<file path="config.mk">
export PLATFORM = sky130hd
export DESIGN_NAME = fifo_wr_src_flat
export DESIGN_NICKNAME = d
export VERILOG_FILES = /design/src/rtl/fifo_pkg.sv /design/src/rtl/fifo_wr_src_if.sv /design/src/rtl/fifo_skid_buf.sv /design/src/rtl/fifo_wr_src.sv /design/src/flat_wrapper.sv
export SDC_FILE = /design/constraint.sdc
export NUM_CORES = 1
export LEC_CHECK = 0
export ABC_CLOCK_PERIOD_IN_PS = 3190
export BUFFER_PORTS_ARGS = -buffer_cell sky130_fd_sc_hd__buf_4
export CORE_MARGIN = 10
export CORE_UTILIZATION = 45
export CTS_CLUSTER_DIAMETER = 80
export DETAILED_ROUTE_END_ITERATION = 16
export PLACE_DENSITY = 0.68
export SLEW_MARGIN = 10
export SYNTH_ARGS = -nofsm -noshare
export SYNTH_HDL_FRONTEND = slang
export SYNTH_SLANG_ARGS = --single-unit
</file>
<file path="constraint.sdc">
create_clock -name w_clk -period 3.19 [get_ports w_clk]
set_input_delay 0.319 -clock w_clk [delete_from_list [all_inputs] [get_ports w_clk]]
set_output_delay 0.319 -clock w_clk [all_outputs]
set_load 0.02 [all_outputs]
</file>
<file path="src/rtl/fifo_pkg.sv">
// Constants shared by the async FIFO write source and the write/read pointer blocks.
package fifo_pkg;

  localparam int unsigned D_SIZE = 8;
  localparam int unsigned P_SIZE = 4;

  // Skid buffer occupancy states
  localparam logic [1:0] ST_EMPTY = 2'd0;
  localparam logic [1:0] ST_ONE   = 2'd1;
  localparam logic [1:0] ST_TWO   = 2'd2;

endpackage

</file>
<file path="src/rtl/fifo_wr_src_if.sv">
// Upstream stream plus FIFO write-port signals of the write-domain source.
interface fifo_wr_src_if #(
  parameter int unsigned D_SIZE = fifo_pkg::D_SIZE
) ();

  logic              s_valid;
  logic [D_SIZE-1:0] s_data;
  logic              s_ready;
  logic              full;
  logic              w_inc;
  logic [D_SIZE-1:0] w_data;

  modport master (
    input  s_valid, s_data, full,
    output s_ready, w_inc, w_data
  );

  modport slave (
    output s_valid, s_data, full,
    input  s_ready, w_inc, w_data
  );

endinterface

</file>
<file path="src/rtl/fifo_skid_buf.sv">
// Two-entry skid buffer: head is the word presented for popping, tail the second word.
module fifo_skid_buf #(
  parameter int unsigned D_SIZE = fifo_pkg::D_SIZE
) (
  input  logic              w_clk,
  input  logic              w_rstn,
  input  logic              rdy,
  input  logic              s_valid,
  input  logic [D_SIZE-1:0] s_data,
  output logic              s_ready,
  input  logic              pop_req,
  input  logic              flush,
  output logic              pop,
  output logic              pop_valid,
  output logic [D_SIZE-1:0] pop_data
);
  import fifo_pkg::*;

  logic [1:0]        cnt_q, cnt_d;
  logic [D_SIZE-1:0] head_q, head_d;
  logic [D_SIZE-1:0] tail_q, tail_d;
  logic              acc;

  assign pop_valid = (cnt_q != ST_EMPTY);
  assign s_ready   = rdy & (cnt_q != ST_TWO) & ~flush;
  assign acc       = s_valid & s_ready;
  assign pop       = pop_valid & pop_req & ~flush;
  assign pop_data  = head_q;

  always_comb begin
    cnt_d  = cnt_q;
    head_d = head_q;
    tail_d = tail_q;
    if (flush) begin
      cnt_d  = ST_EMPTY;
      head_d = '0;
      tail_d = '0;
    end else begin
      case (cnt_q)
        ST_EMPTY: begin
          if (acc) begin
            head_d = s_data;
            cnt_d  = ST_ONE;
          end
        end
        ST_ONE: begin
          if (acc && !pop) begin
            tail_d = s_data;
            cnt_d  = ST_TWO;
          end else if (acc && pop) begin
            head_d = s_data;
          end else if (pop) begin
            // Cleared so w_data reads 0 while empty
            head_d = '0;
            cnt_d  = ST_EMPTY;
          end
        end
        ST_TWO: begin
          if (pop) begin
            head_d = tail_q;
            tail_d = '0;
            cnt_d  = ST_ONE;
          end
        end
        default: begin
          cnt_d  = ST_EMPTY;
          head_d = '0;
          tail_d = '0;
        end
      endcase
    end
  end

  always_ff @(posedge w_clk or negedge w_rstn) begin
    if (!w_rstn) begin
      cnt_q  <= ST_EMPTY;
      head_q <= '0;
      tail_q <= '0;
    end else begin
      cnt_q  <= cnt_d;
      head_q <= head_d;
      tail_q <= tail_d;
    end
  end

endmodule

</file>
<file path="src/rtl/fifo_wr_src.sv">
// Write-domain FIFO producer: skid-buffered upstream stream, full/en gated write strobe,
// and write-side statistics.
module fifo_wr_src #(
  parameter int unsigned D_SIZE = fifo_pkg::D_SIZE,
  parameter int unsigned C_SIZE = 16
) (
  input  logic              w_clk,
  input  logic              w_rstn,
  fifo_wr_src_if.master     bus,
  input  logic              en,
  input  logic              flush,
  input  logic              clr_stats,
  output logic [C_SIZE-1:0] wr_words,
  output logic [C_SIZE-1:0] stall_cnt
);
  import fifo_pkg::*;

  logic              rdy_q;
  logic              pop;
  logic              pop_valid;
  logic [D_SIZE-1:0] pop_data;
  logic              stall;
  logic [C_SIZE-1:0] wr_words_q, wr_words_d;
  logic [C_SIZE-1:0] stall_cnt_q, stall_cnt_d;

  fifo_skid_buf #(
    .D_SIZE (D_SIZE)
  ) u_skid (
    .w_clk     (w_clk),
    .w_rstn    (w_rstn),
    .rdy       (rdy_q),
    .s_valid   (bus.s_valid),
    .s_data    (bus.s_data),
    .s_ready   (bus.s_ready),
    .pop_req   (en & ~bus.full),
    .flush     (flush),
    .pop       (pop),
    .pop_valid (pop_valid),
    .pop_data  (pop_data)
  );

  assign bus.w_inc  = pop;
  assign bus.w_data = pop_data;
  assign stall      = pop_valid & en & bus.full & ~flush;

  always_comb begin
    wr_words_d  = wr_words_q + {{(C_SIZE-1){1'b0}}, pop};
    stall_cnt_d = stall_cnt_q;
    if (stall && (stall_cnt_q != {C_SIZE{1'b1}})) begin
      stall_cnt_d = stall_cnt_q + {{(C_SIZE-1){1'b0}}, 1'b1};
    end
    if (clr_stats) begin
      wr_words_d  = '0;
      stall_cnt_d = '0;
    end
  end

  // rdy_q keeps s_ready low until the first clock edge after reset release
  always_ff @(posedge w_clk or negedge w_rstn) begin
    if (!w_rstn) begin
      rdy_q       <= 1'b0;
      wr_words_q  <= '0;
      stall_cnt_q <= '0;
    end else begin
      rdy_q       <= 1'b1;
      wr_words_q  <= wr_words_d;
      stall_cnt_q <= stall_cnt_d;
    end
  end

  assign wr_words  = wr_words_q;
  assign stall_cnt = stall_cnt_q;

endmodule

</file>
<file path="src/flat_wrapper.sv">
// flat-port wrapper written by rule: the top's interface ports become plain ports
module fifo_wr_src_flat import fifo_pkg::*;
#(
  parameter int unsigned D_SIZE = fifo_pkg::D_SIZE,
  parameter int unsigned C_SIZE = 16
)
  (w_clk, w_rstn, en, flush, clr_stats, wr_words, stall_cnt, bus_s_valid, bus_s_data, bus_full, bus_s_ready, bus_w_inc, bus_w_data);
  fifo_wr_src_if #(.D_SIZE(D_SIZE)) bus_i ();
  input  logic w_clk;
  input  logic w_rstn;
  input  logic en;
  input  logic flush;
  input  logic clr_stats;
  output logic [C_SIZE-1:0] wr_words;
  output logic [C_SIZE-1:0] stall_cnt;
  input wire logic [$bits(bus_i.s_valid)-1:0] bus_s_valid;
  input wire logic [$bits(bus_i.s_data)-1:0] bus_s_data;
  input wire logic [$bits(bus_i.full)-1:0] bus_full;
  output wire logic [$bits(bus_i.s_ready)-1:0] bus_s_ready;
  output wire logic [$bits(bus_i.w_inc)-1:0] bus_w_inc;
  output wire logic [$bits(bus_i.w_data)-1:0] bus_w_data;
  assign bus_i.s_valid = bus_s_valid;
  assign bus_i.s_data = bus_s_data;
  assign bus_i.full = bus_full;
  assign bus_s_ready = bus_i.s_ready;
  assign bus_w_inc = bus_i.w_inc;
  assign bus_w_data = bus_i.w_data;
  fifo_wr_src #(.D_SIZE(D_SIZE), .C_SIZE(C_SIZE)) u_core (.w_clk(w_clk), .w_rstn(w_rstn), .bus(bus_i), .en(en), .flush(flush), .clr_stats(clr_stats), .wr_words(wr_words), .stall_cnt(stall_cnt));
endmodule
</file>
==> impl_metrics.env <==
export IMPL_dieArea_um2=9550
export IMPL_io_buffers=56
export IMPL_wl_um=6520
export IMPL_die_h_um=97.7
export IMPL_drt_pass1_iterations=4
export IMPL_yosys_top_cells_count="dfrtp_1, nor2_1, nand2_1"
export IMPL_skew_ns=0.00985
export IMPL_use_met1=0.172
export IMPL_maxSlewHeadroom=0.531
export IMPL_antenna_found_initial=0
export IMPL_setup_viol=0
export IMPL_period_needed_ns=2.50
export IMPL_met2_usage=0.222
export IMPL_worst_path_max_delay_cell="dfrtp_1"
export IMPL_h_tree_depth=2
export IMPL_critical_path_peak_fanout=16
export IMPL_area_delta_synth_final_pct=22.6
export IMPL_io_pins=57
export IMPL_crit_buf_inv=0
export IMPL_cts_sinks=51
export IMPL_num_vias=2305
export IMPL_seq_area_um2=1280
export IMPL_synth_seq_cells=51
export IMPL_wire_per_inst_um=16.0
export IMPL_grt_use_met3=0.0388
export IMPL_synth_area_top_cells="dfrtp_1, mux2i_1, a21oi_1"
export IMPL_nets=349
export IMPL_drive_above_1_share=0.226
export IMPL_setup_tns_ns=0
export IMPL_hpwl_um=4700
export IMPL_power_density_nw_per_um2=396
export IMPL_final_hold_viol_count=0
export IMPL_grt_busiest_layer="met2"
export IMPL_insertion_delay_ns=0.31
export IMPL_yosys_area_top_type="dfrtp_1"
export IMPL_clock_fmax_ghz=0.400
export IMPL_rr_worst_depth=7
export IMPL_gp_congestion=0.883
export IMPL_multi_input_area_um2=1340
export IMPL_initial_core_util=0.462
export IMPL_ys_seq_area_frac=0.469
export IMPL_critPathLaunchType="flop"
export IMPL_core_um2=5890
export IMPL_path_depth=7
export IMPL_grtUsageTotal=0.138
export IMPL_netlist_area_um2=2720
export IMPL_ys_warn_count=0
export IMPL_tightest_slew_ns=0.703
export IMPL_grt_pass1_vias=2298
export IMPL_fin_crit_sh=0.785
export IMPL_cts_hold_buf=0
export IMPL_synthArstFlopShare=1.00
export IMPL_hold_path_class="in -> async"
export IMPL_synth_ff_type="dfrtp_1"
export IMPL_cts_tree="done"
export IMPL_path_clk_slew_ns=0.09
export IMPL_n_antenna_cell=0
export IMPL_leakage_uw=0.00147
export IMPL_cts_resized=0
export IMPL_status="finished clean"
export IMPL_required_ns=3.42
export IMPL_postCtsSetupRepairBufs=0
export IMPL_numCtsBuffers=5
export IMPL_cp_end_kind="flop"
export IMPL_cp_common_cell="ha_1"
export IMPL_worstSetupPathType="reg -> reg"
export IMPL_clockRootBuffer="clkbuf_8"
export IMPL_cts_max_path_buffers=2
export IMPL_syn_instance_count=278
export IMPL_viasPerCell=5.66
export IMPL_yosysMostFrequentCell="dfrtp_1"
export IMPL_worstPathArrival_ns=2.73
export IMPL_max_stage_delay_ns=0.68
export IMPL_utilization=0.567
export IMPL_maxCapViolations=0
export IMPL_overflow=0
export IMPL_irDropWorstVdd_uv=236
export IMPL_syn_nets=296
export IMPL_slew_viol_final=0
export IMPL_synth_avg_cell_area_um2=9.78
export IMPL_ys_types=43
export IMPL_rsz0062_at_grt="no"
export IMPL_rows=28
export IMPL_crit_family="simple AND/OR/NAND/NOR gates"
export IMPL_cp_cell_sequence="nor2_1 > nor3_1 > ha_1 > ha_1 > nand3_1 > or4_1 > a21oi_1"
export IMPL_die_x_um=97.7
export IMPL_grt_pass1_wl_um=11200
export IMPL_synth_top_area_frac=0.469
export IMPL_grt_max_degree=52
export IMPL_num_fill_cells=560
export IMPL_drt_drc_violations_left=0
export IMPL_drtIter0Drc=120
export IMPL_ant_nets=0
export IMPL_synth_edf_count=0
layer usage:
metal	routed length [um]	share of wire	vias up
met5	0	0	-
met4	113	0.017	0
met3	331	0.051	10
met2	3140	0.48	59
met1	2930	0.45	1112
li1	-	-	1124
cells by family after synthesis:
logic type,Yosys count,synth area share
compound gates,56,0.146
mux,20,0.0754
other cells,1,0.00138
buf+inv,26,0.0391
xor+xnor,11,0.0354
simple gates,110,0.219
fa+ha+maj,3,0.0138
flops,51,0.469
stage by stage:
stage               power (uW)  area [um^2]  worst slack, ns  instances  hold WS (ns)
floorplan                  743         2720            0.229        278        0.0234
global placement           799         3200            0.817        399         0.394
detailed placement         802         3200            0.741        399         0.397
CTS                       1330         3340            0.670        407        0.0599
global route              1380         3340            0.407        407        0.0824
finish                    1320         3340            0.687        407        0.0175
worst paths after layout:
kind | from | endpoint | slack (ns)
setup reg to reg | u_core.u_skid.cnt_q[0] | u_core.wr_words[12] | 0.69
min in group w_clk | flush | u_core.u_skid.cnt_q[0] | 0.26
setup / recovery | u_core.u_skid.cnt_q[0] | u_core.wr_words[12] | 0.69
max in group asynchronous | w_rstn | u_core.wr_words[11] | 2.72
hold / removal | w_rstn | u_core.stall_cnt[2] | 0.02
hold reg to reg | u_core.u_skid.pop_data[7] | u_core.u_skid.pop_data[7] | 0.52
flip-flops by register name, summed over array words and instances, names as in the netlist:
register,cells
u_core.rdy_q,1
u_core.stall_cnt,16
u_core.u_skid.cnt_q,2
u_core.u_skid.pop_data,8
u_core.u_skid.tail_q,8
u_core.wr_words,16
power breakdown:
part / switching [uW] / leakage (uW) / total [uW] / internal, uW
Clock: 221 / 0.0000654 / 535 / 314
Sequential: 11.8 / 0.000706 / 670 / 658
Combinational: 69.5 / 0.000697 / 116 / 46.7
cells in the final DEF, fill, tap and decap left out, types with 2 or more instances in the layout:
cell and n:
buf_4 60, o2bb2ai_1 8, o21ai_0 3, mux2_2 4, bufinv_16 2, and4_1 2
xnor2_1 5, inv_1 12, o21bai_1 2, nor2b_1 10, nor2_1 20, nand3_1 13
clkbuf_8 5, nor4_1 4, and3_1 4, or3_1 7, a22o_1 8, a31oi_1 3
xor2_1 6, ha_1 3, nand2_1 18, dfrtp_1 51, nor3_1 7, o31ai_1 10
a21oi_1 16, or4_1 8, mux2i_1 16, and3b_1 2, nand4_1 9
final cells by class:
cell class / instances / area share
clock buffers: 6 / 0.0218
inverters: 12 / 0.0135
multi-input cells: 201 / 0.401
flip-flops and latches: 51 / 0.383
clock inverters: 2 / 0.0180
well taps: 75 / 0.0281
repair buffers: 60 / 0.135
No activity file was read; power rests on OpenSTA's default activity.
